File: config.mk
export PLATFORM = sky130hd
export DESIGN_NAME = ccd_line_sequencer
export DESIGN_NICKNAME = d
export VERILOG_FILES = /design/src/rtl/ccd_line_sequencer.sv
export SDC_FILE = /design/constraint.sdc
export NUM_CORES = 1
export LEC_CHECK = 0
export CAP_MARGIN = 20
export CORE_ASPECT_RATIO = 0.8
export CORE_MARGIN = 3
export CORE_UTILIZATION = 58
export CTS_BUF_LIST = sky130_fd_sc_hd__clkbuf_8
export DETAILED_ROUTE_END_ITERATION = 7
export PLACE_DENSITY = 0.83
export RECOVER_POWER = 25
export SYNTH_ARGS = -nofsm -noshare
export SYNTH_HDL_FRONTEND = slang
export SYNTH_SLANG_ARGS = --single-unit
File: constraint.sdc
create_clock -name i_clk_160M -period 3.2 [get_ports i_clk_160M]
set_clock_uncertainty 0.1 [all_clocks]
set_input_delay 0.64 -clock i_clk_160M [delete_from_list [all_inputs] [get_ports i_clk_160M]]
set_output_delay 0.64 -clock i_clk_160M [all_outputs]
set_load 0.01 [all_outputs]
File: src/rtl/ccd_line_sequencer.sv
// ccd_line_sequencer
//   Linear-CCD timing generator with serial ADC readout. All timing advances on
//   a tick enable derived from i_clk_160M (period i_div+1 clocks); no derived
//   clocks. Each line is a transfer phase followed by N_PIX+1 pixel slots; the
//   word shifted in during slot p belongs to pixel p-1, so slot 0 yields nothing.
//
// Ports
//   i_clk_160M, i_nrst          clock, asynchronous active-low reset
//   i_en                        line request (level)
//   i_continuous                restart back-to-back while i_en stays high
//   i_cal_mode                  flag every pixel valid
//   i_div[DIV_W]                tick period minus one, in clocks
//   o_ccd_p1/p2/sh/rs/cp        CCD phase, transfer, reset and clamp clocks
//   o_adc_cs, o_adc_sclk        ADC convert/select and serial clock
//   i_adc_sdo                   ADC serial data, MSB first
//   o_pix_valid/data/index      pixel word strobe, word and pixel number
//   o_line_start, o_line_done   one-clock line boundary pulses
//   o_busy                      high from transfer start to line end
module ccd_line_sequencer #(
  parameter int N_PIX       = 2088,
  parameter int ADC_BITS    = 16,
  parameter int SLOT_TICKS  = 48,
  parameter int CS_TICKS    = 8,
  parameter int SH_TICKS    = 80,
  parameter int VALID_FIRST = 32,
  parameter int VALID_LAST  = 2079,
  parameter int DIV_W       = 8
) (
  input  logic                i_clk_160M,
  input  logic                i_nrst,
  input  logic                i_en,
  input  logic                i_continuous,
  input  logic                i_cal_mode,
  input  logic [DIV_W-1:0]    i_div,
  output logic                o_ccd_p1,
  output logic                o_ccd_p2,
  output logic                o_ccd_sh,
  output logic                o_ccd_rs,
  output logic                o_ccd_cp,
  output logic                o_adc_cs,
  output logic                o_adc_sclk,
  input  logic                i_adc_sdo,
  output logic                o_pix_valid,
  output logic [ADC_BITS-1:0] o_pix_data,
  output logic [13:0]         o_pix_index,
  output logic                o_line_start,
  output logic                o_line_done,
  output logic                o_busy
);

  localparam int T_MAX = (SH_TICKS > SLOT_TICKS) ? SH_TICKS : SLOT_TICKS;
  localparam int T_W   = (T_MAX > 2) ? $clog2(T_MAX) : 1;

  localparam logic [T_W-1:0] L_ONE       = T_W'(1);
  localparam logic [T_W-1:0] L_TWO       = T_W'(2);
  localparam logic [T_W-1:0] L_THREE     = T_W'(3);
  localparam logic [T_W-1:0] L_FOUR      = T_W'(4);
  localparam logic [T_W-1:0] L_FIVE      = T_W'(5);
  localparam logic [T_W-1:0] L_SH_ON     = T_W'(SH_TICKS / 4);
  localparam logic [T_W-1:0] L_SH_OFF    = T_W'(3 * SH_TICKS / 4 - 1);
  localparam logic [T_W-1:0] L_SH_LAST   = T_W'(SH_TICKS - 1);
  localparam logic [T_W-1:0] L_SLOT_LAST = T_W'(SLOT_TICKS - 1);
  localparam logic [T_W-1:0] L_HALF      = T_W'(SLOT_TICKS / 2);
  localparam logic [T_W-1:0] L_CS        = T_W'(CS_TICKS);
  localparam logic [T_W-1:0] L_SCLK_END  = T_W'(CS_TICKS + 2 * ADC_BITS);
  localparam logic [13:0]    L_NPIX      = 14'(N_PIX);
  localparam logic [13:0]    L_VFIRST    = 14'(VALID_FIRST);
  localparam logic [13:0]    L_VLAST     = 14'(VALID_LAST);

  // RESTART is the single idle-looking tick between back-to-back lines; busy
  // stays high through it.
  typedef enum logic [1:0] {S_IDLE, S_XFER, S_PIX, S_RESTART} state_t;

  state_t                r_state, w_state_next;
  logic [DIV_W-1:0]      r_div_cnt;
  logic [T_W-1:0]        r_tcnt, w_tcnt_next;
  logic [13:0]           r_slot, w_slot_next;
  logic [ADC_BITS-1:0]   r_shift;
  logic                  r_pix_valid, r_line_start, r_line_done, r_busy;
  logic [ADC_BITS-1:0]   r_pix_data;
  logic [13:0]           r_pix_index;

  logic                  w_tick;
  logic                  w_start, w_end, w_word;
  logic                  w_p1, w_sh, w_rs, w_cp, w_cs, w_sclk;
  logic [T_W-1:0]        w_sclk_off;
  logic [13:0]           w_idx;
  logic                  w_in_win;

  // Comparing against the live divider value means a new div is honoured at
  // the next wrap of the counter.
  assign w_tick = (r_div_cnt >= i_div);

  always_ff @(posedge i_clk_160M or negedge i_nrst) begin
    if (!i_nrst)     r_div_cnt <= '0;
    else if (w_tick) r_div_cnt <= '0;
    else             r_div_cnt <= r_div_cnt + 1'b1;
  end

  always_ff @(posedge i_clk_160M or negedge i_nrst) begin
    if (!i_nrst) begin
      r_state <= S_IDLE;
      r_tcnt  <= '0;
      r_slot  <= '0;
    end else if (w_tick) begin
      r_state <= w_state_next;
      r_tcnt  <= w_tcnt_next;
      r_slot  <= w_slot_next;
    end
  end

  // sclk is high on even offsets inside the serial window, low on odd ones.
  assign w_sclk_off = r_tcnt - L_CS;
  assign w_idx      = r_slot - 14'd1;
  assign w_in_win   = (w_idx >= L_VFIRST) && (w_idx <= L_VLAST);

  always_comb begin
    w_state_next = r_state;
    w_tcnt_next  = r_tcnt;
    w_slot_next  = r_slot;
    w_start      = 1'b0;
    w_end        = 1'b0;
    w_word       = 1'b0;
    w_p1         = 1'b1;
    w_sh         = 1'b0;
    w_rs         = 1'b0;
    w_cp         = 1'b0;
    w_cs         = 1'b0;
    w_sclk       = 1'b0;
    case (r_state)
      S_IDLE: begin
        if (i_en) begin
          w_state_next = S_XFER;
          w_tcnt_next  = '0;
          w_start      = 1'b1;
        end
      end
      S_RESTART: begin
        w_state_next = S_XFER;
        w_tcnt_next  = '0;
        w_start      = 1'b1;
      end
      S_XFER: begin
        w_rs = (r_tcnt >= L_ONE) && (r_tcnt <= L_TWO);
        w_cp = (r_tcnt >= L_FOUR) && (r_tcnt <= L_FIVE);
        w_sh = (r_tcnt >= L_SH_ON) && (r_tcnt <= L_SH_OFF);
        if (r_tcnt == L_SH_LAST) begin
          w_state_next = S_PIX;
          w_tcnt_next  = '0;
          w_slot_next  = '0;
        end else begin
          w_tcnt_next  = r_tcnt + 1'b1;
        end
      end
      S_PIX: begin
        w_p1   = (r_tcnt >= L_HALF);
        w_rs   = (r_tcnt >= L_TWO) && (r_tcnt <= L_THREE);
        w_cp   = (r_tcnt >= L_FOUR) && (r_tcnt <= L_FIVE);
        w_cs   = (r_tcnt < L_CS);
        w_sclk = (r_tcnt >= L_CS) && (r_tcnt < L_SCLK_END) && !w_sclk_off[0];
        if (r_tcnt == L_SLOT_LAST) begin
          w_tcnt_next = '0;
          w_word      = (r_slot != 14'd0);
          if (r_slot == L_NPIX) begin
            w_end        = 1'b1;
            w_state_next = (i_continuous && i_en) ? S_RESTART : S_IDLE;
          end else begin
            w_slot_next  = r_slot + 14'd1;
          end
        end else begin
          w_tcnt_next = r_tcnt + 1'b1;
        end
      end
      default: w_state_next = S_IDLE;
    endcase
  end

  // The tick that leaves an sclk-high state is the one that drops sclk, so
  // sampling while w_sclk is high captures the bit on the falling edge.
  always_ff @(posedge i_clk_160M or negedge i_nrst) begin
    if (!i_nrst) begin
      r_shift      <= '0;
      r_pix_valid  <= 1'b0;
      r_pix_data   <= '0;
      r_pix_index  <= '0;
      r_line_start <= 1'b0;
      r_line_done  <= 1'b0;
      r_busy       <= 1'b0;
    end else begin
      r_pix_valid  <= 1'b0;
      r_line_start <= 1'b0;
      r_line_done  <= 1'b0;
      if (w_tick) begin
        r_line_start <= w_start;
        r_line_done  <= w_end;
        if (w_start)
          r_busy <= 1'b1;
        else if (w_end && (w_state_next == S_IDLE))
          r_busy <= 1'b0;
        if (w_sclk)
          r_shift <= ADC_BITS'({r_shift, i_adc_sdo});
        if (w_word) begin
          r_pix_data  <= r_shift;
          r_pix_index <= w_idx;
          r_pix_valid <= i_cal_mode || w_in_win;
        end
      end
    end
  end

  assign o_ccd_p1     = w_p1;
  assign o_ccd_p2     = ~w_p1;
  assign o_ccd_sh     = w_sh;
  assign o_ccd_rs     = w_rs;
  assign o_ccd_cp     = w_cp;
  assign o_adc_cs     = w_cs;
  assign o_adc_sclk   = w_sclk;
  assign o_pix_valid  = r_pix_valid;
  assign o_pix_data   = r_pix_data;
  assign o_pix_index  = r_pix_index;
  assign o_line_start = r_line_start;
  assign o_line_done  = r_line_done;
  assign o_busy       = r_busy;

endmodule

==> After elaboration in Yosys (flattened, before gate mapping) <==
Cells that the tools add are included.
{ "op_classes": {"addsub": 5, "n_lt_le_gt_ge": 15, "eq_ne": 10, "n_mux": 34, "n_bitwise": 1, "n_reduce_logical": 22} }
{ "ops": {"columns": ["operator", "n"], "rows": [
  ["14-bit 2-to-1 mux", 3],
  ["14-bit one-hot mux with 2 select lines", 1],
  ["7-bit one-hot mux with 4 select lines", 1],
  ["7-bit 2-to-1 mux", 3],
  ["1-bit 2-to-1 mux", 17],
  ["14-bit by 1-bit adder with 14-bit output (second input constant)", 1],
  ["14-bit by 12-bit == test with 1-bit output (second input constant)", 1],
  ["14-bit by 6-bit greater-or-equal comparator with 1-bit output (second input constant)", 1],
  ["7-bit by 5-bit greater-or-equal comparator with 1-bit output (second input constant)", 2],
  ["14-bit by 12-bit <= comparator with 1-bit output (second input constant)", 1],
  ["7-bit by 2-bit <= comparator with 1-bit output (second input constant)", 2],
  ["14-bit nonzero test", 1],
  ["14-bit by 1-bit subtractor with 14-bit output (second input constant)", 1],
  ["2-bit 2-to-1 mux", 5],
  ["1-bit logical AND", 9],
  ["8-bit by 1-bit adder with 8-bit output (second input constant)", 1],
  ["8-bit greater-or-equal comparator", 1],
  ["8-bit 2-to-1 mux", 1],
  ["2-bit inequality test (second input constant)", 4],
  ["2-bit one-hot mux with 4 select lines", 1],
  ["2-bit AND reduction", 4],
  ["7-bit by 1-bit adder with 7-bit output (second input constant)", 1],
  ["7-bit by 6-bit == test with 1-bit output (second input constant)", 1],
  ["7-bit == test (second input constant)", 1],
  ["other kinds (19)", 23]
]} }
{ "word_totals": {"ff_bits": 81, "input_bits": 14, "out_inout_bits": 41, "wordCells": 98} }

==> Longest topological paths before layout <==
{ "depth": {"ltp_word": 9, "mapped_depth": 10, "mapped_depth_nobuf": 8} }

==> Worst setup path before layout <==
No wires, ideal clock.
{ "synth_path": {"path_kind": "flip-flop to flip-flop", "start": "register r_slot[0]", "end": "register r_slot[8]", "setup_time_ps": 120, "arrival_ps": 2510, "required_ps": 2980, "setup_slack_ps": 470, "stages_incl_launch_ff": 10, "path_buffers": 1, "period_less_slack_ps": 2730, "path_cell_list": "dfrtp_1 inv_1 ha_1 or4b_2 nor4_4 nor4b_1 o211ai_2 buf_6 mux2_1 a31o_2"} }
{ "synth_via": {"elab_chain_len": 4, "elab_cells_between_ends": 7, "cone_classes": "add/sub (1); eq/ne (2); mux (3); reduce/logical (1)"} }
{ "synth_lines": {"columns": ["item", "line", "rtl"], "rows": [
  ["start: declaration", "77", "logic [13:0] r_slot, w_slot_next;"],
  ["start signal: assignment", "108", "r_slot <= w_slot_next;"],
  ["14-bit by 1-bit adder with 14-bit output", "168", "w_slot_next = r_slot + 14'd1;"],
  ["14-bit 2-to-1 mux", "164", "if (r_slot == L_NPIX) begin"],
  ["14-bit 2-to-1 mux", "161", "if (r_tcnt == L_SLOT_LAST) begin"],
  ["14-bit one-hot mux with 2 select lines", "130", "case (r_state)"]
]} }
Parallel ways exist; a longest one is shown, timed or not. The select of a mux whose other input is x is not followed.
A chain may end at the register's enable or synchronous reset.

==> Worst setup path after layout <==
{ "layout_path": {"start": "register r_tcnt[4]", "end": "output o_ccd_rs"} }
{ "layout_via": {"elab_chain_len": 3, "elab_cells_between_ends": 7, "cone_classes": "order compare (4); mux (1); reduce/logical (2)"} }
{ "layout_lines": {"columns": ["item", "line", "rtl"], "rows": [
  ["start: declaration", "76", "logic [T_W-1:0] r_tcnt, w_tcnt_next;"],
  ["start signal: assignment", "107", "r_tcnt <= w_tcnt_next;"],
  ["7-bit by 2-bit greater-or-equal comparator with 1-bit output, or another cell as far along", "157", "w_rs = (r_tcnt >= L_TWO) && (r_tcnt <= L_THREE);"],
  ["1-bit logical AND (on tied branches)", "157, 144", null],
  ["1-bit one-hot mux with 2 select lines *", "130", null],
  ["end: declaration", "38", "output logic o_ccd_rs,"]
]} }
Every way passes the cells marked *; elsewhere a longest branch is shown, timed or not.

==> summary.md <==
| Metric | Value |
|---|---|
| Vias/cell | `just under 6` |
| Antenna violations before repair | `0` |
| Clk slew on worst S/H paths | `roughly 0.10 ns` |
| Pre-antenna DRT Iters | `5` |
| Pwr dens | `approximately 590 nW/um^2` |
| Row count | `27` |
| YS warnings | `0` |
| Clock Sinks | `between 80 and 90` |
| CTS tree | `done` |
| Leak pwr | `2.46 nW` |
| Crit path cell chain | `nor4_2 > a2111o_1 > a32oi_1 > nor3_1 > clkdlybuf4s50_1` |
| Sequential area share after synthesis | `a little under half` |
| Post-Syn Area | `around 4400 um^2` |
| Outcome | `finished, violations left` |
| Pin count of the biggest net entering global routing | `a little over 80` |
| Worst-path maximum fanout | `7` |
| Register share of total power | `approximately 40%` |
| Synth Net Count | `between 400 and 500` |
| Final hold viol count | `0` |
| Comb power frac | `~31%` |
| Number of fillers in the final layout | `497` |
| Final net count | `541` |
| DP Worst Slack | `-0.274 ns` |
| Wire per inst | `~17 um` |
| Total Routed Length | `10200 um` |
| CP Capture Type | `primary output` |
| Synth async-reset ratio | `100%` |
| Worst-skew pair later-pin latency | `0.36 ns` |
| First-pass GRT wire length | `roughly 17000 um` |
| Worst slew pin tran | `2.01 ns` |
| CP required | `about 2.5 ns` |
| Achievable Freq | `roughly 0.33 GHz` |
| Die area | `between 8000 and 9000 um^2` |
| Synth Register Bits | `between 80 and 90` |
| HP Class | `register to register` |
| Unique masters post-synth | `between 50 and 60` |
| Drt initial violations | `263` |
| Share of cells above drive strength 1 | `17.0%` |
| Max-slew headroom | `-33.9%` |
| Core ar. | `slightly above 7000 um^2` |
| Total Routing Usage GR | `23.8%` |
| Hold Worst Slack | `around 0.42 ns` |
| Tcrit/Tclk final | `roughly 95%` |
| Max stage delay on crit path | `0.58 ns` |
| RSZ-0062 raised after global routing | `no` |
| Final setup viols | `0` |
| Starting Density | `between 60 and 70%` |
| Final WS setup | `0.145 ns` |
| ANT cells | `0` |
| Vias | `3567` |
| Worst hold path depth | `1` |
| Final slew viol count | `a little over 80` |
| FF-to-FF path depth | `8` |
| Failing checks | `max-capacitance violations, max-slew violations` |
| Die height | `between 80 and 90 um` |
| Chip width | `between 100 and 150 um` |
| Clock Path Buffers | `2` |
| Grt total ovfl | `0` |
| Synth Instances | `443` |
| DRC | `0` |
| # hold bufs at CTS | `0` |
| Critical path type | `register to primary output` |
| Switch share | `about a third` |
| Gp weighted congestion | `slightly above 0.9` |
| Top_reg_cell synth | `dfrtp_1` |
| Worst EP arrival | `2.31 ns` |
| Vias in the first global route | `approximately 3500` |
| CP Launch Type | `register` |
| Final ANT Viol Nets | `0` |
| Number of top-level pins | `55` |
| Crit path time final | `3.05 ns` |
| Net Switching | `roughly 1.1 mW` |
| Clock Power Share | `roughly 30%` |
| H-tree depth | `3` |
| Syn-to-layout area delta | `22.8%` |
| Internal power | `2.11 mW` |
| Clock root cell | `clkbuf_8` |
| Max VDD drop | `between 0.0005 and 0.0006 V` |
| Final HPWL DP | `about 6900 um` |
| TritonCTS buffer count | `9` |
| Syn_area_per_cell | `roughly 10 um^2` |
| Max capacitance violation total | `1` |
| Worst path slowest cell | `clkdlybuf4s50_1` |
| Post-synth EDFFs | `0` |
| # port buffers | `54` |
==> final timing paths <==
check / to / from / slack (ns)
setup / recovery: o_ccd_rs / r_tcnt[4] / 0.15
hold / removal: o_pix_data[5] / o_pix_data[5] / 0.42
setup reg to reg: r_slot[8] / r_slot[0] / 0.35
hold reg to reg: o_pix_data[5] / o_pix_data[5] / 0.42
max in group asynchronous: r_tcnt[5] / i_nrst / 1.08
min in group asynchronous: r_div_cnt[4] / i_nrst / 0.71
==> Yosys cell counts (9+ instances only) <==
| master | instances | area, um^2 |
|---|---|---|
| a21oi_1 | 19 | 95.1 |
| buf_2 | 9 | 45.0 |
| clkbuf_1 | 13 | 48.8 |
| dfrtp_1 | 81 | 2030 |
| ha_1 | 19 | 238 |
| inv_1 | 22 | 82.6 |
| mux2_2 | 33 | 372 |
| mux2i_1 | 10 | 100 |
| nand2_1 | 41 | 154 |
| nand3_1 | 21 | 105 |
| nor2_1 | 34 | 128 |
| nor3_1 | 12 | 60.1 |
| o21ai_0 | 14 | 70.1 |
| xor2_1 | 9 | 78.8 |
==> critical path, delay by kind of cell, from the launching register on <==
| family | cells | cell delay (ns) |
|---|---|---|
| AO/OA/AOI/OAI | 2 | 0.30 |
| flip-flops | 1 | 0.46 |
| AND/OR/NAND/NOR | 2 | 0.61 |
| buffers and inverters | 1 | 0.58 |
==> routing by layer <==
layer	vias to the layer above	track usage [%]	part of all wire (%)
li1	1697	-	-
met1	1757	31.6	45
met2	100	40.5	50
met3	13	4.30	4.4
met4	0	6.64	1.2
met5	-	0	0
==> cell families after synthesis <==
kind of cell / count (synthesis) / share of synthesized area (%)
xor gates and xnor gates: 17 / 3.36
adders and majority gates: 19 / 5.36
muxes: 44 / 10.9
buffers and inverters: 47 / 4.74
AOI/OAI and AO/OA: 68 / 9.90
DFF: 81 / 45.7
and+or+nand+nor: 167 / 20.1
==> cell type report <==
| cell class | count | area [um^2] | area share, % |
|---|---|---|---|
| clock buffer | 9 | 124 | 2.27 |
| clock inverter | 7 | 130 | 2.39 |
| inverter | 22 | 82.6 | 1.52 |
| multi-input combinational | 315 | 2220 | 40.7 |
| sequential | 81 | 2030 | 37.2 |
| tap | 101 | 126 | 2.32 |
| timing repair buffer | 79 | 739 | 13.6 |
==> sequential cells by signal (all words and copies together), names as in the netlist, 2 cells and up <==
signal	cells
o_pix_data	16
r_tcnt	7
r_state	2
r_shift	16
r_slot	14
o_pix_index	14
r_div_cnt	8
==> timing repair <==
| item | in CTS | in global routing |
|---|---|---|
| buffers inserted | 0 | 0 |
| setup endpoints to repair | 0 | 1 |
| resized for setup | 0 | 1 |
==> power by group through the flow <==
stage	combinational (mW)	sequential, mW	clock (mW)
floorplan	0.627	1.24	0
global placement	0.945	1.26	0
detailed placement	0.981	1.27	0
CTS	0.994	1.25	0.968
global route	1.13	1.28	1.02
finish	1.01	1.26	0.967
==> per-stage QoR <==
stage / cell area, um^2 / power [mW] / setup TNS [ns] / util [%] / std cells
after floorplan: 4440 / 1.87 / 0 / - / 443
after global placement: 5180 / 2.21 / -3.52 / 72.3 / 597
after detailed placement: 5180 / 2.25 / -8.63 / 72.3 / 597
after CTS: 5430 / 3.21 / 0 / 75.9 / 613
after global routing: 5450 / 3.42 / 0 / 76.1 / 614
final: 5450 / 3.24 / 0 / 76.1 / 614
==> placed cells by master (no fill, tap or decap), types with 7 or more instances in the layout <==
| master | netlist | routed |
|---|---|---|
| clkdlybuf4s50_1 | 0 | 53 |
| dfrtp_1 | 81 | 81 |
| a21oi_1 | 19 | 19 |
| nand3_1 | 21 | 21 |
| xor2_1 | 9 | 9 |
| buf_4 | 0 | 23 |
| clkbuf_8 | 0 | 9 |
| xnor2_1 | 8 | 8 |
| nor3_1 | 12 | 12 |
| o21ai_0 | 14 | 14 |
| o211ai_1 | 7 | 7 |
| mux2i_1 | 10 | 10 |
| ha_1 | 19 | 19 |
| mux2_2 | 33 | 33 |
| nor2_1 | 34 | 34 |
| nand2_1 | 41 | 41 |
| inv_1 | 22 | 22 |
| nand2b_1 | 7 | 7 |
Power figures use the tool's default switching activity.
